## config.mk

```make
export PLATFORM = sky130hd
export DESIGN_NAME = spi_top
export DESIGN_NICKNAME = d
export VERILOG_FILES = /design/src/rtl/spi_top.sv
export SDC_FILE = /design/constraint.sdc
export NUM_CORES = 1
export LEC_CHECK = 0
export BUFFER_PORTS_ARGS = -buffer_cell sky130_fd_sc_hd__buf_2
export CAP_MARGIN = 5
export CELL_PAD_IN_SITES_DETAIL_PLACEMENT = 2
export CELL_PAD_IN_SITES_GLOBAL_PLACEMENT = 2
export CORE_MARGIN = 3
export CORE_UTILIZATION = 47
export DETAILED_ROUTE_END_ITERATION = 7
export GPL_ROUTABILITY_DRIVEN = 1
export PLACE_DENSITY_LB_ADDON = 0.1
export SLEW_MARGIN = 20
export SYNTH_ARGS = -nofsm -noshare
export SYNTH_HDL_FRONTEND = slang
export SYNTH_SLANG_ARGS = --single-unit
export TNS_END_PERCENT = 30
```

## constraint.sdc

```tcl
create_clock -name sysclk -period 6.3 [get_ports sysclk]
set_input_delay 1.26 -clock sysclk [delete_from_list [all_inputs] [get_ports sysclk]]
set_output_delay 1.26 -clock sysclk [all_outputs]
set_load 0.03 [all_outputs]
```

## src/rtl/spi_top.sv

```systemverilog
// SPI mode-0 slave that sets and reads back per-LED 7-bit brightness and drives each LED with PWM.
// Optional debug outputs are compiled in when SPI_DEBUG_EN is defined.
`timescale 1ns/1ps
module spi_top #(
  parameter int NUM_LEDS         = 8,
  parameter int BRIGHTNESS_WIDTH = 7,
  parameter int FRAME_WIDTH      = 24,
  parameter int SYNC_STAGES      = 2
) (
  input  logic sysclk,
  input  logic rst,
  input  logic sclk,
  input  logic cs,
  input  logic mosi,
  output logic miso,
  output logic led1,
  output logic led2,
  output logic led3,
  output logic led4,
  output logic led5,
  output logic led6,
  output logic led7,
  output logic led8
`ifdef SPI_DEBUG_EN
  ,
  output logic                        debug_rx_dv,
  output logic [7:0]                  debug_cmd,
  output logic [7:0]                  debug_addr,
  output logic [7:0]                  debug_payload,
  output logic [BRIGHTNESS_WIDTH-1:0] debug_led0_brightness,
  output logic                        debug_led0_pwm
`endif
);

  localparam int FIELD_W = 8;
  localparam int BW      = BRIGHTNESS_WIDTH;
  localparam int CNT_W   = $clog2(FRAME_WIDTH + 1);
  localparam int AW      = (NUM_LEDS > 1) ? $clog2(NUM_LEDS) : 1;

  localparam logic [CNT_W-1:0]   CNT_FULL     = CNT_W'(FRAME_WIDTH);
  localparam logic [CNT_W-1:0]   CNT_RESP     = CNT_W'(FRAME_WIDTH - FIELD_W);
  localparam logic [BW-1:0]      PWM_LAST     = BW'((1 << BW) - 2);
  localparam logic [FIELD_W-1:0] NUM_LEDS_B   = FIELD_W'(NUM_LEDS);
  localparam logic [FIELD_W-1:0] CMD_LED_SET  = 8'h01;
  localparam logic [FIELD_W-1:0] CMD_LED_READ = 8'h02;

  logic [SYNC_STAGES-1:0] sclk_sync_q, sclk_sync_d;
  logic [SYNC_STAGES-1:0] cs_sync_q, cs_sync_d;
  logic [SYNC_STAGES-1:0] mosi_sync_q, mosi_sync_d;
  logic                   sclk_prev_q, cs_prev_q;
  logic                   sclk_s, cs_s, mosi_s;
  logic                   sclk_rise, cs_rise, cs_fall;

  logic [FRAME_WIDTH-1:0] shift_q, shift_d, shift_in;
  logic [CNT_W-1:0]       bit_cnt_q, bit_cnt_d, cnt_inc;
  logic [FIELD_W-1:0]     tx_q, tx_d;
  logic                   miso_q, miso_d;
  logic [BW-1:0]          pwm_q, pwm_d;
  logic [NUM_LEDS-1:0]    led_q, led_d;
  logic [BW-1:0]          bright_q [NUM_LEDS];
  logic [BW-1:0]          bright_d [NUM_LEDS];

  logic [FIELD_W-1:0]     hdr_cmd, hdr_addr;
  logic [FIELD_W-1:0]     f_cmd, f_addr;
  logic                   frame_commit;

  assign sclk_sync_d = {sclk_sync_q[SYNC_STAGES-2:0], sclk};
  assign cs_sync_d   = {cs_sync_q[SYNC_STAGES-2:0], cs};
  assign mosi_sync_d = {mosi_sync_q[SYNC_STAGES-2:0], mosi};

  assign sclk_s = sclk_sync_q[SYNC_STAGES-1];
  assign cs_s   = cs_sync_q[SYNC_STAGES-1];
  assign mosi_s = mosi_sync_q[SYNC_STAGES-1];

  assign sclk_rise = sclk_s & ~sclk_prev_q;
  assign cs_rise   = cs_s & ~cs_prev_q;
  assign cs_fall   = ~cs_s & cs_prev_q;

  assign shift_in = {shift_q[FRAME_WIDTH-2:0], mosi_s};
  assign cnt_inc  = bit_cnt_q + 1'b1;
  // After the 16th bit the low two bytes of the shifter hold cmd and addr.
  assign hdr_cmd  = shift_in[2*FIELD_W-1:FIELD_W];
  assign hdr_addr = shift_in[FIELD_W-1:0];

  always_comb begin
    shift_d   = shift_q;
    bit_cnt_d = bit_cnt_q;
    tx_d      = tx_q;
    if (cs_fall) begin
      shift_d   = '0;
      bit_cnt_d = '0;
      tx_d      = '0;
    end else if (sclk_rise && (!cs_s || cs_rise) && (bit_cnt_q != CNT_FULL)) begin
      // A cs rise coincident with the last edge still shifts that bit in.
      shift_d   = shift_in;
      bit_cnt_d = cnt_inc;
      if (cnt_inc == CNT_RESP) begin
        if ((hdr_cmd == CMD_LED_READ) && (hdr_addr < NUM_LEDS_B)) begin
          tx_d = FIELD_W'(bright_q[hdr_addr[AW-1:0]]);
        end else begin
          tx_d = '0;
        end
      end else begin
        tx_d = {tx_q[FIELD_W-2:0], 1'b0};
      end
    end
    miso_d = (!cs_s && (bit_cnt_d >= CNT_RESP)) ? tx_d[FIELD_W-1] : 1'b0;
  end

  assign f_cmd        = shift_d[FRAME_WIDTH-1 -: FIELD_W];
  assign f_addr       = shift_d[FIELD_W +: FIELD_W];
  assign frame_commit = cs_rise && (bit_cnt_d == CNT_FULL);

  always_comb begin
    bright_d = bright_q;
    if (frame_commit && (f_cmd == CMD_LED_SET) && (f_addr < NUM_LEDS_B)) begin
      bright_d[f_addr[AW-1:0]] = shift_d[FIELD_W-1 -: BW];
    end
    pwm_d = (pwm_q == PWM_LAST) ? '0 : pwm_q + 1'b1;
    for (int i = 0; i < NUM_LEDS; i++) begin
      led_d[i] = (pwm_q < bright_q[i]);
    end
  end

  always_ff @(posedge sysclk or posedge rst) begin
    if (rst) begin
      sclk_sync_q <= '0;
      cs_sync_q   <= '1;
      mosi_sync_q <= '0;
      sclk_prev_q <= 1'b0;
      cs_prev_q   <= 1'b1;
      shift_q     <= '0;
      bit_cnt_q   <= '0;
      tx_q        <= '0;
      miso_q      <= 1'b0;
      pwm_q       <= '0;
      led_q       <= '0;
      for (int i = 0; i < NUM_LEDS; i++) begin
        bright_q[i] <= '0;
      end
    end else begin
      sclk_sync_q <= sclk_sync_d;
      cs_sync_q   <= cs_sync_d;
      mosi_sync_q <= mosi_sync_d;
      sclk_prev_q <= sclk_s;
      cs_prev_q   <= cs_s;
      shift_q     <= shift_d;
      bit_cnt_q   <= bit_cnt_d;
      tx_q        <= tx_d;
      miso_q      <= miso_d;
      pwm_q       <= pwm_d;
      led_q       <= led_d;
      bright_q    <= bright_d;
    end
  end

  assign miso = miso_q;
  assign led1 = led_q[0];
  assign led2 = led_q[1];
  assign led3 = led_q[2];
  assign led4 = led_q[3];
  assign led5 = led_q[4];
  assign led6 = led_q[5];
  assign led7 = led_q[6];
  assign led8 = led_q[7];

`ifdef SPI_DEBUG_EN
  logic               dbg_rx_dv_q;
  logic [FIELD_W-1:0] dbg_cmd_q, dbg_addr_q, dbg_payload_q;

  always_ff @(posedge sysclk or posedge rst) begin
    if (rst) begin
      dbg_rx_dv_q   <= 1'b0;
      dbg_cmd_q     <= '0;
      dbg_addr_q    <= '0;
      dbg_payload_q <= '0;
    end else begin
      dbg_rx_dv_q <= frame_commit;
      if (frame_commit) begin
        dbg_cmd_q     <= f_cmd;
        dbg_addr_q    <= f_addr;
        dbg_payload_q <= shift_d[FIELD_W-1:0];
      end
    end
  end

  assign debug_rx_dv           = dbg_rx_dv_q;
  assign debug_cmd             = dbg_cmd_q;
  assign debug_addr            = dbg_addr_q;
  assign debug_payload         = dbg_payload_q;
  assign debug_led0_brightness = bright_q[0];
  assign debug_led0_pwm        = led_q[0];
`endif

endmodule

```

==> impl_metrics.toml <==
[run_status]
status = "finished, final reports clean"

[global_route]
grt_pass1_wl_mm = 30.71
grt_pass1_vias = 5171
overflow = 0
grt_usage_pct = 27.54
grt_max_degree = 66
antenna_found_initial = 0

[clocking]
clkTransAtPathRegs_ns = 0.06
cts_setup_buffers = 0
cts_resized = 0
postCtsHoldBufs = 0
clk_path_buf_depth = 2
cts_tree = "yes"
cts_buffers = 17
insertion_delay_ns = 0.42
cts.sink_count = 117
clockRootBuffer = "clkbuf_16"
cts-htree-levels = 4

[timing]
fin_worst_skew_ns = 0.007728
finalCritPeriodShare_pct = 55.69
finalSetupViolations = 0
finalCriticalPeriod_ns = 3.509
relSlewSlack_pct = 27.14
max_freq_mhz = 285.0
setup_tns_ns = 0
finalHoldViolCount = 0
worst_pin_slew_ns = 1.093
slew_viol_final = 0
grt_setup_unrepaired = "no"

[layout]
drive_above_1_share_pct = 22.22
regArea_um2 = 2932
diodes = 0
final_cells = 779
nNetsFinal = 648
stdcell_area_um2 = 7348
area_delta_synth_final_pct = 12.99
fillers = 1305
multi_input_area_um2 = 3253

[synth]
muxShareOfSynthArea_pct = 16.99
synth_xor_area_share_pct = 0.6733
syn_inst = 577
async_flop_share_pct = 100.0
synth_warnings = 0
synth_enable_flop_cells = 0
synth_compound_area_share_pct = 10.70
synth_top_area_cell = "dfrtp_1"
syn_avg_cell_area_um2 = 11.27
yosysSeqAreaShare_pct = 45.08
synth_cell_type_count = 53
synth.cell_area_um2 = 6504
synthAdderAreaFrac_pct = 10.20
yosysTopAreaCellShare_pct = 43.86
synth_nets = 635
yosys.area_share.simple_pct = 11.43
ys_ff_latch = 117
ys_top_cells_by_area = "dfrtp_1 44%, ha_1 10%, mux2_2 8.8%"
synthFlopType = "dfrtp_1"
synth_top_family_by_area = "multiplexers"

[routing]
initialDrtViolationCount = 260
drc = 0
routed_wl_mm = 19.40
drt_pre_antenna_iters = 4
wl_per_cell_um = 24.91
viasPerCell = 5.878
antenna_left = 0
vias = 4579

[worst_setup_path]
critPathMaxFanout = 42
crit_type = "flip-flop to flip-flop"
slowest_stage = "nor4_4"
reg2reg_to = "bright_q[49]"
arrival_ns = 3.81
startpoint_type = "flip-flop"
cp_cell_sequence = "inv_1 > ha_1 > a311oi_4 > buf_4 > mux2_2 > or3b_1 > nor4_4 > mux2_4"
crit_family = "simple AND/OR/NAND/NOR gates"
reg2reg_setup_slack_ns = 2.79
rr_startpoint = "bit_cnt_q[0]"
crit_path_end_kind = "flip-flop"
max_stage_delay_ns = 0.57
cp_num_buf_inv = 2
worstPathRequired_ns = 6.60
r2r_cells = 8

[min_path]
min_from = "mosi_sync_q[0]"
min_path_cells = 0
hold_path_end = "mosi_sync_q[1]"
worstHoldPathType = "flip-flop to flip-flop"

[power_and_ir_drop]
netSwitchingPower_uw = 425.6
cell_internal_pwr_uw = 1521
leakagePower_uw = 0.003243
power_density_nw_per_um2 = 265.0
swShare_pct = 21.86
p_comb_share_pct = 4.1
p_clk_share_pct = 55.6
irDropWorstVdd_mv = 0.1713
pwr-share-seq_pct = 40.3

[floorplan]
rows = 42
die_w_um = 123.6
start_util_pct = 48.53
core-area_um2 = 13400
die_area_um2 = 15290
die_height_um = 123.6
io_pins = 14

[placement]
portBuffers = 13
place.gp.congestion = 0.7807
place_hpwl_mm = 12.78
dp.cells = 747
place_area_um2 = 6698

[job]
maxCapViolCount = 0
[registers in the layout, indices dropped and copies added, names as in the netlist, 2 cells and up]
register	flops
tx_q	8
bright_q	56
sclk_sync_q	2
shift_q	24
bit_cnt_q	5
pwm_q	7
mosi_sync_q	2
cs_sync_q	2
led_q	8
[cells in the final DEF (no fill, tap or decap), types with 4 or more instances in the layout]
cell type,netlist,routed
nand3_1,10,10
clkbuf_16,0,17
mux2_2,51,51
a21o_1,24,24
nor2_1,12,12
bufinv_16,0,5
mux4_2,14,14
buf_2,0,13
dfrtp_1,114,114
nand2_1,70,70
a21oi_1,47,47
inv_1,54,53
a2bb2oi_1,6,6
nor4_1,5,5
o21ai_0,8,8
nand2b_1,10,10
nor3_1,4,4
mux2_4,7,7
o21a_1,8,8
ha_1,53,53
mux2i_1,11,11
nor4_4,4,4
[area by class of cell]
cell class                      count  area share [%]
Multi-Input combinational cell    384           44.27
Tap cell                          176           2.997
Clock inverter                      9           2.350
Inverter                           54           2.792
Clock buffer                       23           6.504
Sequential cell                   117           39.89
Timing Repair Buffer               16           1.192
[how the worst max path moves through the flow]
| stage | startpoint | cells after the start | end | slack (ns) |
|---|---|---|---|---|
| 2_1_floorplan | rst | 1 | bit_cnt_q[0] | 1.94 |
| 3_3_place_gp | cs_sync_q[1] | 6 | bright_q[55] | 3.02 |
| 3_5_place_dp | bit_cnt_q[0] | 8 | bright_q[54] | 2.85 |
| 4_1_cts | bit_cnt_q[0] | 8 | bright_q[50] | 2.79 |
| 5_1_grt | bit_cnt_q[0] | 7 | bright_q[49] | 2.65 |
| 6_report | bit_cnt_q[0] | 8 | bright_q[49] | 2.79 |
[logic make-up (layout without fill, tap and decap cells)]
kind of cell	count (synthesis)	after routing
AND/OR/NAND/NOR	138	138
XOR/XNOR	5	5
multiplexers	83	83
flip-flops	117	117
adder cells (fa/ha/maj)	53	53
AO/OA/AOI/OAI	105	105
buffers and inverters	76	102
[cells in the mapped netlist (all sizes together) (3+ instances only)]
cell type / n
mux2i: 11
inv: 54
o21ai: 8
nor4: 9
dfstp: 3
clkbuf: 14
ha: 53
a21oi: 48
a21o: 24
nand2: 70
xnor2: 3
nand3b: 3
buf: 8
nand2b: 11
dfrtp: 114
nor3: 4
nand3: 10
o21a: 9
mux2: 58
nor2: 12
a2bb2oi: 6
mux4: 14
[power by group through the flow]
| stage | logic [uW] | clock network, uW | registers, uW |
|---|---|---|---|
| 3_3_place_gp | 75.2 | 0 | 795 |
| 4_1_cts | 81.5 | 1090 | 785 |
| 6_report | 80.2 | 1080 | 785 |
| 2_1_floorplan | 67.0 | 0 | 785 |
| 3_5_place_dp | 79.1 | 0 | 797 |
| 5_1_grt | 89.3 | 1120 | 787 |
[layer usage]
metal	wire, um	part of all wire [%]	global-route usage [%]
met1	8786	45	36.02
met2	9883	51	47.14
met3	413	2.1	4.723
met4	319	1.6	7.889
met5	0	0	0
[per-stage QoR]
stage / total power (uW) / util, % / setup slack, ns / hold slack [ns]
4_1_cts: 1960 / 54.84 / 2.793 / 0.3565
3_5_place_dp: 876.3 / 49.98 / 2.851 / 0.3379
6_report: 1947 / 54.84 / 2.791 / 0.3534
3_3_place_gp: 870.5 / 49.98 / 3.018 / 0.3348
5_1_grt: 2000 / 54.84 / 2.647 / 0.3568
2_1_floorplan: 852.1 / - / 1.944 / 0.3312
Power figures use the tool's default switching activity.
